### src/rtl/micro_pkg.sv
// Shared definitions for the frame-sequenced micro core: FSM states, instruction
// opcodes/functs and register-role boundaries.
package micro_pkg;

  typedef enum logic [1:0] {
    S_IDLE,
    S_WAIT_FRAME,
    S_FETCH,
    S_EXEC
  } state_t;

  localparam logic [5:0] OP_RTYPE = 6'b000000;
  localparam logic [5:0] OP_ADDI  = 6'b001000;
  localparam logic [5:0] OP_HALT  = 6'b111111;

  localparam logic [5:0] FN_ADD = 6'h20;
  localparam logic [5:0] FN_SUB = 6'h22;
  localparam logic [5:0] FN_AND = 6'h24;
  localparam logic [5:0] FN_OR  = 6'h25;

  localparam int NREG    = 16;
  localparam int IN_BASE = 1;

  // Output registers occupy the top nch slots of the register file.
  function automatic int out_base(input int nch);
    return NREG - nch;
  endfunction

endpackage

### src/rtl/prog_ram.sv
// Program store: one write port, one registered read port. Not reset, so a
// loaded program survives rst.
module prog_ram #(
  parameter int PDEPTH = 16,
  parameter int AW     = $clog2(PDEPTH)
) (
  input  logic          clk,
  input  logic          we,
  input  logic [AW-1:0] waddr,
  input  logic [31:0]   wdata,
  input  logic [AW-1:0] raddr,
  output logic [31:0]   rdata
);

  logic [31:0] mem [PDEPTH];

  // A same-cycle write to raddr returns the old word.
  always_ff @(posedge clk) begin
    if (we) mem[waddr] <= wdata;
    rdata <= mem[raddr];
  end

endmodule

### src/rtl/micro_frame_core.sv
// Frame-periodic micro sequencer: runs a small program once per frame on a
// snapshot of the input channels and publishes output registers on HALT.
//
// state        | meaning
// S_IDLE       | run low, nothing executes
// S_WAIT_FRAME | program done, waiting for next frame_start
// S_FETCH      | program word read from prog_ram at pc
// S_EXEC       | decode, execute, write back, advance pc or finish frame
module micro_frame_core
  import micro_pkg::*;
#(
  parameter int DW     = 18,
  parameter int NCH    = 2,
  parameter int PDEPTH = 16,
  parameter int PERIOD = 250000,
  localparam int AW    = $clog2(PDEPTH)
) (
  input  logic              clk,
  input  logic              rst,
  input  logic              run,
  input  logic              prog_we,
  input  logic [AW-1:0]     prog_addr,
  input  logic [31:0]       prog_data,
  input  logic [NCH*DW-1:0] in_ch,
  output logic [NCH*DW-1:0] out_ch,
  output logic              busy,
  output logic              overrun,
  output logic [AW-1:0]     pc
);

  localparam int TW       = $clog2(PERIOD + 1);
  localparam int OUT_BASE = out_base(NCH);

  state_t            state, state_nxt;
  logic [TW-1:0]     tmr;
  logic              frame_start;
  logic [31:0]       instr;
  logic [DW-1:0]     regs [NREG];

  logic [5:0]        opcode, funct;
  logic [3:0]        rs, rt, rd;
  logic [15:0]       imm;
  logic              unused_bits;
  logic [DW-1:0]     op_a, op_b, imm_x;

  logic              wr_en, wr_ok, is_halt, pc_last;
  logic [3:0]        wr_idx;
  logic [DW-1:0]     wr_val;
  logic [NCH*DW-1:0] out_next;

  logic              do_snap, pc_clr, pc_inc, do_wb, do_pub, set_ovr;

  prog_ram #(.PDEPTH(PDEPTH), .AW(AW)) u_prog_ram (
    .clk   (clk),
    .we    (prog_we),
    .waddr (prog_addr),
    .wdata (prog_data),
    .raddr (pc),
    .rdata (instr)
  );

  always_ff @(posedge clk or negedge rst) begin
    if (!rst)                           tmr <= '0;
    else if (!run)                      tmr <= '0;
    else if (tmr == TW'(PERIOD - 1))    tmr <= '0;
    else                                tmr <= tmr + 1'b1;
  end

  assign frame_start = run && (tmr == '0);

  assign opcode      = instr[31:26];
  assign rs          = instr[24:21];
  assign rt          = instr[19:16];
  assign rd          = instr[14:11];
  assign funct       = instr[5:0];
  assign imm         = instr[15:0];
  assign unused_bits = ^{instr[25], instr[20], instr[10:6]};

  assign op_a  = regs[rs];
  assign op_b  = regs[rt];
  assign imm_x = DW'($signed(imm));

  always_comb begin
    wr_en   = 1'b0;
    wr_idx  = rd;
    wr_val  = '0;
    is_halt = 1'b0;
    unique case (opcode)
      OP_RTYPE: begin
        wr_idx = rd;
        unique case (funct)
          FN_ADD:  begin wr_en = 1'b1; wr_val = op_a + op_b; end
          FN_SUB:  begin wr_en = 1'b1; wr_val = op_a - op_b; end
          FN_AND:  begin wr_en = 1'b1; wr_val = op_a & op_b; end
          FN_OR:   begin wr_en = 1'b1; wr_val = op_a | op_b; end
          default: ;
        endcase
      end
      OP_ADDI: begin
        wr_en  = 1'b1;
        wr_idx = rt;
        wr_val = op_a + imm_x;
      end
      OP_HALT: is_halt = 1'b1;
      default: ;
    endcase
  end

  // r0 and the input snapshot registers are never written by instructions.
  assign wr_ok   = wr_en && (int'(wr_idx) > NCH);
  assign pc_last = (pc == AW'(PDEPTH - 1));

  // Published values include a write made by the finishing instruction itself.
  always_comb begin
    out_next = out_ch;
    for (int k = 0; k < NCH; k++) begin
      if (wr_ok && (int'(wr_idx) == OUT_BASE + k)) out_next[k*DW +: DW] = wr_val;
      else                                         out_next[k*DW +: DW] = regs[OUT_BASE + k];
    end
  end

  always_ff @(posedge clk or negedge rst) begin
    if (!rst) state <= S_IDLE;
    else      state <= state_nxt;
  end

  always_comb begin
    state_nxt = state;
    do_snap   = 1'b0;
    pc_clr    = 1'b0;
    pc_inc    = 1'b0;
    do_wb     = 1'b0;
    do_pub    = 1'b0;
    set_ovr   = 1'b0;
    unique case (state)
      S_IDLE: if (run) state_nxt = S_WAIT_FRAME;
      S_WAIT_FRAME: begin
        if (!run) state_nxt = S_IDLE;
        else if (frame_start) begin
          state_nxt = S_FETCH;
          do_snap   = 1'b1;
          pc_clr    = 1'b1;
        end
      end
      S_FETCH, S_EXEC: begin
        if (!run) state_nxt = S_IDLE;
        else if (frame_start) begin
          state_nxt = S_FETCH;
          do_snap   = 1'b1;
          pc_clr    = 1'b1;
          set_ovr   = 1'b1;
        end else if (state == S_FETCH) begin
          state_nxt = S_EXEC;
        end else begin
          do_wb = wr_ok;
          if (is_halt || pc_last) begin
            do_pub    = 1'b1;
            state_nxt = S_WAIT_FRAME;
          end else begin
            pc_inc    = 1'b1;
            state_nxt = S_FETCH;
          end
        end
      end
      default: state_nxt = S_IDLE;
    endcase
  end

  assign busy = (state == S_FETCH) || (state == S_EXEC);

  always_ff @(posedge clk or negedge rst) begin
    if (!rst) begin
      pc      <= '0;
      overrun <= 1'b0;
      out_ch  <= '0;
      for (int i = 0; i < NREG; i++) regs[i] <= '0;
    end else begin
      if (pc_clr)      pc <= '0;
      else if (pc_inc) pc <= pc + 1'b1;
      if (set_ovr) overrun <= 1'b1;
      if (do_snap) begin
        for (int k = 0; k < NCH; k++) regs[IN_BASE + k] <= in_ch[k*DW +: DW];
      end
      if (do_wb)  regs[wr_idx] <= wr_val;
      if (do_pub) out_ch <= out_next;
    end
  end

endmodule

### config.mk
export PLATFORM = sky130hd
export DESIGN_NAME = micro_frame_core
export DESIGN_NICKNAME = d
export VERILOG_FILES = /design/src/rtl/micro_pkg.sv /design/src/rtl/prog_ram.sv /design/src/rtl/micro_frame_core.sv
export SDC_FILE = /design/constraint.sdc
export NUM_CORES = 1
export LEC_CHECK = 0
export BUFFER_PORTS_ARGS = -buffer_cell sky130_fd_sc_hd__buf_2
export CAP_MARGIN = 20
export CORE_ASPECT_RATIO = 0.8
export CORE_UTILIZATION = 60
export CTS_BUF_LIST = sky130_fd_sc_hd__clkbuf_4 sky130_fd_sc_hd__clkbuf_8
export CTS_CLUSTER_DIAMETER = 50
export DETAILED_ROUTE_END_ITERATION = 6
export PLACE_DENSITY = 0.79
export RECOVER_POWER = 100
export SLEW_MARGIN = 25
export SYNTH_ARGS = -nofsm -noshare
export SYNTH_HDL_FRONTEND = slang
export SYNTH_SLANG_ARGS = --single-unit
export TNS_END_PERCENT = 1
### constraint.sdc
create_clock -name clk -period 8.45 [get_ports clk]
set_input_delay 1.69 -clock clk [delete_from_list [all_inputs] [get_ports clk]]
set_output_delay 1.69 -clock clk [all_outputs]
set_load 0.1 [all_outputs]
==> metrics.cfg, run 1 <==
[outcome]
status = complete, but fails checks
violations = max-capacitance violations, max-slew violations

[critical_path]
cp-end-kind = register
path_cells = clkbuf_1 -> mux4_2 -> mux4_2 -> inv_1 -> ha_1 -> mux2i_1 -> ha_1 -> nor2b_1 -> o21ai_0 -> a21boi_0 -> o21ai_0 -> a21oi_1 -> o21a_1 -> o211a_1 -> or3_1 -> a31oi_1 -> o21ai_0
arrival_ns = 7.97
worstSetupPathType = reg -> reg
cp.required_ns = 9.07
startpoint_type = register
slowest_stage = clkbuf_1
crit_fanout = 32
cp_common_cell = o21ai_0
critPathMaxStageDelay_ns = 1.18

[die]
io_pins = 118
dieArea_um2 = 66400
die_w_um = 288
rows = 83
initial_core_util = 0.610
core-area_um2 = 64400
die_h_um = 231

[grt]
overflow = 0
grt_antenna_before_repair = 5
grt_max_degree = 169
grt_pass1_vias = 25800
grt_use_total = 0.319
grt_pass1_wl_mm = 156

[timing]
slew_headroom = -1.77
rsz0062_at_grt = false
period_needed_ns = 7.35
tightest_slew_ns = 4.16
fin_worst_skew_ns = 0.0368
finalHoldViolations = 0
drv_slew = 1178
fin_crit_sh = 0.870
setup_tns_ns = 0
fmax_ghz = 0.136
setup_viol = 0

[logic_synthesis]
yosysTopAreaCell = edfxtp_1
syn_nets = 2906
synth_edf_count = 480
ys_seq_elements = 859
synth_area_leaders = edfxtp_1 (37%), dfrtp_1 (22%), mux4_2 (13%)
ys.flop_type = edfxtp_1
syn_area_um2 = 39200
synth-async-reset-ratio = 0.406
ys_seq_area_frac = 0.605
synthDistinctLibCells = 78
synth_warnings = 0
synth_cells = 2788
synthTopCellsByCount = edfxtp_1 (480), nand2_1 (391), dfrtp_1 (349)
synth_area_per_cell_um2 = 14.1
netlist.area_leader.share = 0.367
yosysMostFrequentCell = edfxtp_1

[placed_design]
place_hpwl_mm = 62.7
numPortBuffers = 115
gp_congestion = 1.00

[power_and_ir_drop]
clock_power_share = 0.362
p_int_mw = 7.17
p_total_mw = 9.88
p_leak_nw = 16.3
switching_power_mw = 2.70
p_per_area_nw_per_um2 = 229
power_frac_comb = 0.154
power_frac_seq = 0.483
swShare = 0.274
ir_drop_mv = 0.140

[cts]
cts_hold_buf = 0
clock_latency_ns = 0.83
cts_htree_levels = 4
cts.clk_slew.worst_paths_ns = 0.06
cts_inserted_buffers = 133
cts.sinks = 859
clock_path_buffers = 3
cts_root_buf = clkbuf_8
cts_setup_buffers = 0
post_cts_resized = 0
cts_tree = yes

[finish]
drive_gt1_frac = 0.223
fillers = 4406
nNetsFinal = 3018
area_delta_synth_final_pct = 9.80

[route]
drt-total-wl_mm = 103
first_pass_iters = 7
viasPerCell = 6.67
vias = 25700
wire_per_inst_um = 26.9
drc = 0
initialDrtViolationCount = 3025
drtAntennaViolNets = 0

[run]
maxCapViolations = 30

[worst_hold_path]
hold_path.class = reg -> reg

## worst max-delay path: cells and delay by family, from the launching register on
| family | cells | cell delay, ns |
|---|---|---|
| adder cells (fa/ha/maj) | 2 | 0.51 |
| buffers and inverters | 2 | 1.29 |
| multiplexers | 3 | 1.22 |
| AO/OA/AOI/OAI | 8 | 2.84 |
| AND/OR/NAND/NOR | 2 | 0.49 |
| flip-flops | 1 | 0.79 |
## power by group through the flow
| stage | registers (mW) | clock network, mW | logic (mW) |
|---|---|---|---|
| after floorplan | 4.74 | 0 | 1.16 |
| after global placement | 4.84 | 0 | 1.46 |
| after detailed placement | 4.85 | 0 | 1.49 |
| after CTS | 4.77 | 3.60 | 1.50 |
| after global routing | 4.79 | 3.80 | 1.64 |
| final | 4.77 | 3.58 | 1.53 |
## stage by stage
stage	util	std cells	worst slack, ns	hold slack, ns	cell area [µm²]
after CTS	0.674	3848	2.07	0.397	43400
final	0.669	3850	1.10	0.396	43100
after floorplan	-	2788	3.60	0.441	39200
after detailed placement	0.631	3615	2.09	0.383	40700
after global placement	0.631	3614	2.18	0.376	40600
after global routing	0.669	3850	0.863	0.412	43100
## state kept, by name, summed over array words and instances, names as in the netlist
| signal | flops |
|---|---|
| u_prog_ram.mem | 480 |
| regs | 288 |
| out_ch | 36 |
| u_prog_ram.rdata | 30 |
| tmr | 18 |
| pc | 4 |
| state | 2 |
| overrun | 1 |
## placed cells by master (no fill, tap or decap), types with 11 or more instances in the layout
cell      netlist  layout
inv_1          19      19
xor2_1         19      19
or3_1          17      17
ha_1           40      40
clkinv_1        0      11
clkbuf_4        0      44
clkbuf_8        0     145
dfrtp_1       349     347
edfxtp_1      480     480
a221oi_1       30      30
dfxtp_1        30      26
clkbuf_1      134     103
mux2_2        111     111
nor2_1         96      87
buf_4          11      36
and3_1         13      13
xnor2_1        31      31
mux2i_1       111     111
nand2_1       391     389
clkinv_2        0      15
a21o_1         21      21
o21ai_0       254     259
mux4_2        222     222
a21oi_1        86      85
nand3_1        22      22
maj3_1         17      17
buf_2          29      39
a22oi_1        65      65
nor3_1         18      16
## worst paths after layout
path / from / endpoint / slack, ns / cells past startpoint
setup reg to reg: u_prog_ram.rdata[17] / regs[209] / 1.10 / 17
hold reg to reg: regs[274] / regs[274] / 0.40 / 0
hold / removal: regs[274] / regs[274] / 0.40 / 0
setup / recovery: u_prog_ram.rdata[17] / regs[209] / 1.10 / 17
min in group asynchronous: rst / tmr[10] / 0.92 / 1
max in group asynchronous: rst / regs[9] / 2.88 / 2
## logic make-up after synthesis
group / Yosys count / synth area share
flip-flops: 859 / 0.605
AND/OR/NAND/NOR: 613 / 0.0669
AO/OA/AOI/OAI: 533 / 0.0824
multiplexers: 449 / 0.190
buffers and inverters: 224 / 0.0258
adder cells (fa/ha/maj): 59 / 0.0181
XOR/XNOR: 51 / 0.0116
## final cells by class
cell class / instances / area (µm²) / area share
Sequential cell: 859 / 23800 / 0.552
Multi-Input combinational cell: 1705 / 14600 / 0.338
Clock buffer: 189 / 2330 / 0.0540
Tap cell: 850 / 1060 / 0.0247
Timing Repair Buffer: 182 / 882 / 0.0205
Clock inverter: 44 / 414 / 0.00961
Inverter: 19 / 71.3 / 0.00166
Antenna cell: 2 / 5.00 / 0.000116
## per-layer routing
layer	vias up	GRT usage	wire (µm)
met5	-	0	26
li1	10800	-	-
met3	252	0.0798	11200
met2	1489	0.475	47600
met1	13100	0.459	41300
met4	4	0.120	3250
Power figures use the tool's default switching activity.
==> inputs of run 2 (changes only) <==
==> constraint.sdc (replaced) <==
create_clock -name clk -period 8.45 [get_ports clk]
set_input_delay 1.69 -clock clk [delete_from_list [all_inputs] [get_ports clk]]
set_output_delay 1.69 -clock clk [all_outputs]
set_load 0.005 [all_outputs]
==> metrics.cfg, run 2 (synthesis gave the netlist of run 1 again) <==
[outcome]
status = complete, but fails checks  ; unchanged
violations = design-rule violations, max-capacitance violations, max-slew violations  ; was max-capacitance violations, max-slew violations

[grt]
grt_pass1_vias = 25500  ; was 25800
grt_antenna_before_repair = 4  ; was 5
grt_use_total = 0.318  ; was 0.319
overflow = 0  ; unchanged
grt_pass1_wl_mm = 155  ; was 156 mm
grt_max_degree = 155  ; was 169

[placed_design]
gp_congestion = 0.945  ; was 1.00
dp.cells = 3611  ; was 3615
place_hpwl_mm = 62.4  ; was 62.7 mm
numPortBuffers = 115  ; unchanged

[finish]
largest_registers = u_prog_ram.mem x480, regs x288, out_ch x36  ; unchanged
seq_area_um2 = 23800  ; about the same
drive_gt1_frac = 0.230  ; was 0.223
fin_util = 0.669  ; about the same
multiInputGateArea_um2 = 14600  ; about the same
area_delta_synth_final_pct = 9.84  ; was 9.80%
layout_commonest_cell = edfxtp_1  ; unchanged
most-common-layout-cells = edfxtp_1 (480), nand2_1 (386), dfrtp_1 (348)  ; was edfxtp_1 (480), nand2_1 (389), dfrtp_1 (347)
nNetsFinal = 3014  ; was 3018
fillers = 4411  ; was 4406
fin_cells = 3844  ; was 3850
largest-register = u_prog_ram.mem  ; unchanged
largest_reg_flops = 480  ; unchanged

[die]
io_pins = 118  ; unchanged
rows = 83  ; unchanged
die_w_um = 288  ; unchanged
die_h_um = 231  ; unchanged
dieArea_um2 = 66400  ; unchanged
core-area_um2 = 64400  ; unchanged
initial_core_util = 0.610  ; unchanged

[cts]
cts_setup_buffers = 0  ; unchanged
cts.clk_slew.worst_paths_ns = 0.07  ; was 0.06 ns
cts_htree_levels = 4  ; unchanged
post_cts_resized = 0  ; unchanged
cts_inserted_buffers = 132  ; was 133
cts_root_buf = clkbuf_8  ; unchanged
cts_tree = yes  ; unchanged
clock_latency_ns = 0.82  ; was 0.83 ns
clock_path_buffers = 3  ; unchanged
cts.sinks = 859  ; unchanged
cts_hold_buf = 0  ; unchanged

[route]
initialDrtViolationCount = 3067  ; was 3025
viasPerCell = 6.63  ; was 6.67
drc = 3  ; was 0
drtAntennaViolNets = 0  ; unchanged
vias = 25500  ; was 25700
first_pass_iters = 7  ; unchanged
wire_per_inst_um = 26.8  ; was 26.9 µm
drt-total-wl_mm = 103  ; about the same

[worst_hold_path]
hold_path.class = reg -> reg  ; unchanged
min_path_cells = 0  ; unchanged

[critical_path]
worstSetupPathType = reg -> reg  ; unchanged
crit_fanout = 30  ; was 32
cp-end-kind = register  ; unchanged
startpoint_type = register  ; unchanged
r2r.worst_path.cells = 18  ; was 17
cp.required_ns = 9.12  ; was 9.07 ns
worst-r2r-setup-slack_ns = 1.11  ; was 1.10 ns
arrival_ns = 8.01  ; was 7.97 ns

[timing]
fin_worst_skew_ns = 0.0415  ; was 0.0368 ns
rsz0062_at_grt = false  ; unchanged
setup_tns_ns = 0  ; unchanged
drv_slew = 968  ; was 1178
fin_crit_sh = 0.868  ; was 0.870
period_needed_ns = 7.34  ; was 7.35 ns
tightest_slew_ns = 3.84  ; was 4.16 ns
slew_headroom = -1.56  ; was -1.77
setup_viol = 0  ; unchanged
fmax_ghz = 0.136  ; about the same
finalHoldViolations = 0  ; unchanged

[power_and_ir_drop]
p_total_mw = 9.85  ; was 9.88 mW
ir_drop_mv = 0.153  ; was 0.140 mV
p_per_area_nw_per_um2 = 229  ; about the same
p_leak_nw = 16.4  ; was 16.3 nW

[run]
maxCapViolations = 28  ; was 30

[run 2: cell type report]
class,count,share of cell area
clock inverters,38,0.00787
flip-flops and latches,859,0.551
clock buffers,191,0.0555
diodes,3,0.000174
inverters,19,0.00165
multi-input cells,1705,0.338
well taps,850,0.0247
repair buffers,179,0.0214
[run 2: metrics by stage]
| step | setup slack [ns] | hold WS, ns | cell area [µm²] |
|---|---|---|---|
| 4_1_cts | 2.04 | 0.398 | 43400 |
| 3_3_place_gp | 2.20 | 0.376 | 40600 |
| 5_1_grt | 0.898 | 0.409 | 43100 |
| 3_5_place_dp | 2.05 | 0.384 | 40600 |
| 6_report | 1.11 | 0.393 | 43100 |
| 2_1_floorplan | 3.60 | 0.441 | 39200 |
[run 2: worst max-delay path: stages (launching register included)]
cell and delay (ns):
dfxtp_1 1.77, buf_4 0.60, mux4_2 0.38, mux4_2 0.53
inv_1 0.11, ha_1 0.17, inv_1 0.06, fa_1 0.46
a21o_1 0.18, a21oi_1 0.19, o21ai_0 0.18, a2111o_1 0.51
nand2_1 0.13, xor2_1 0.16, o21ai_0 0.11, a22oi_1 0.52
clkbuf_1 0.47, a211oi_1 0.28, a21o_1 0.32
[run 2: routing by layer]
| metal | track usage | vias up | share of wire |
|---|---|---|---|
| li1 | - | 10900 | - |
| met1 | 0.456 | 12900 | 0.40 |
| met2 | 0.475 | 1497 | 0.46 |
| met3 | 0.0755 | 266 | 0.11 |
| met4 | 0.128 | 2 | 0.035 |
| met5 | 0 | - | 0.00014 |
[run 2: path summary, 6_finish.rpt]
| check | to | start |
|---|---|---|
| hold / removal | regs[284] | regs[284] |
| max in group asynchronous | pc[3] | rst |
| setup reg to reg | out_ch[8] | u_prog_ram.rdata[22] |
| setup / recovery | out_ch[8] | u_prog_ram.rdata[22] |
| min in group asynchronous | tmr[11] | rst |
| hold reg to reg | regs[284] | regs[284] |
[run 2: power by group]
| group | switching (mW) | leakage (nW) | total [mW] | internal, mW |
|---|---|---|---|---|
| combinational | 0.813 | 5.53 | 1.48 | 0.663 |
| sequential | 0.213 | 9.40 | 4.79 | 4.58 |
| clock | 1.68 | 1.43 | 3.58 | 1.91 |
| total | 2.70 | 16.4 | 9.85 | 7.15 |
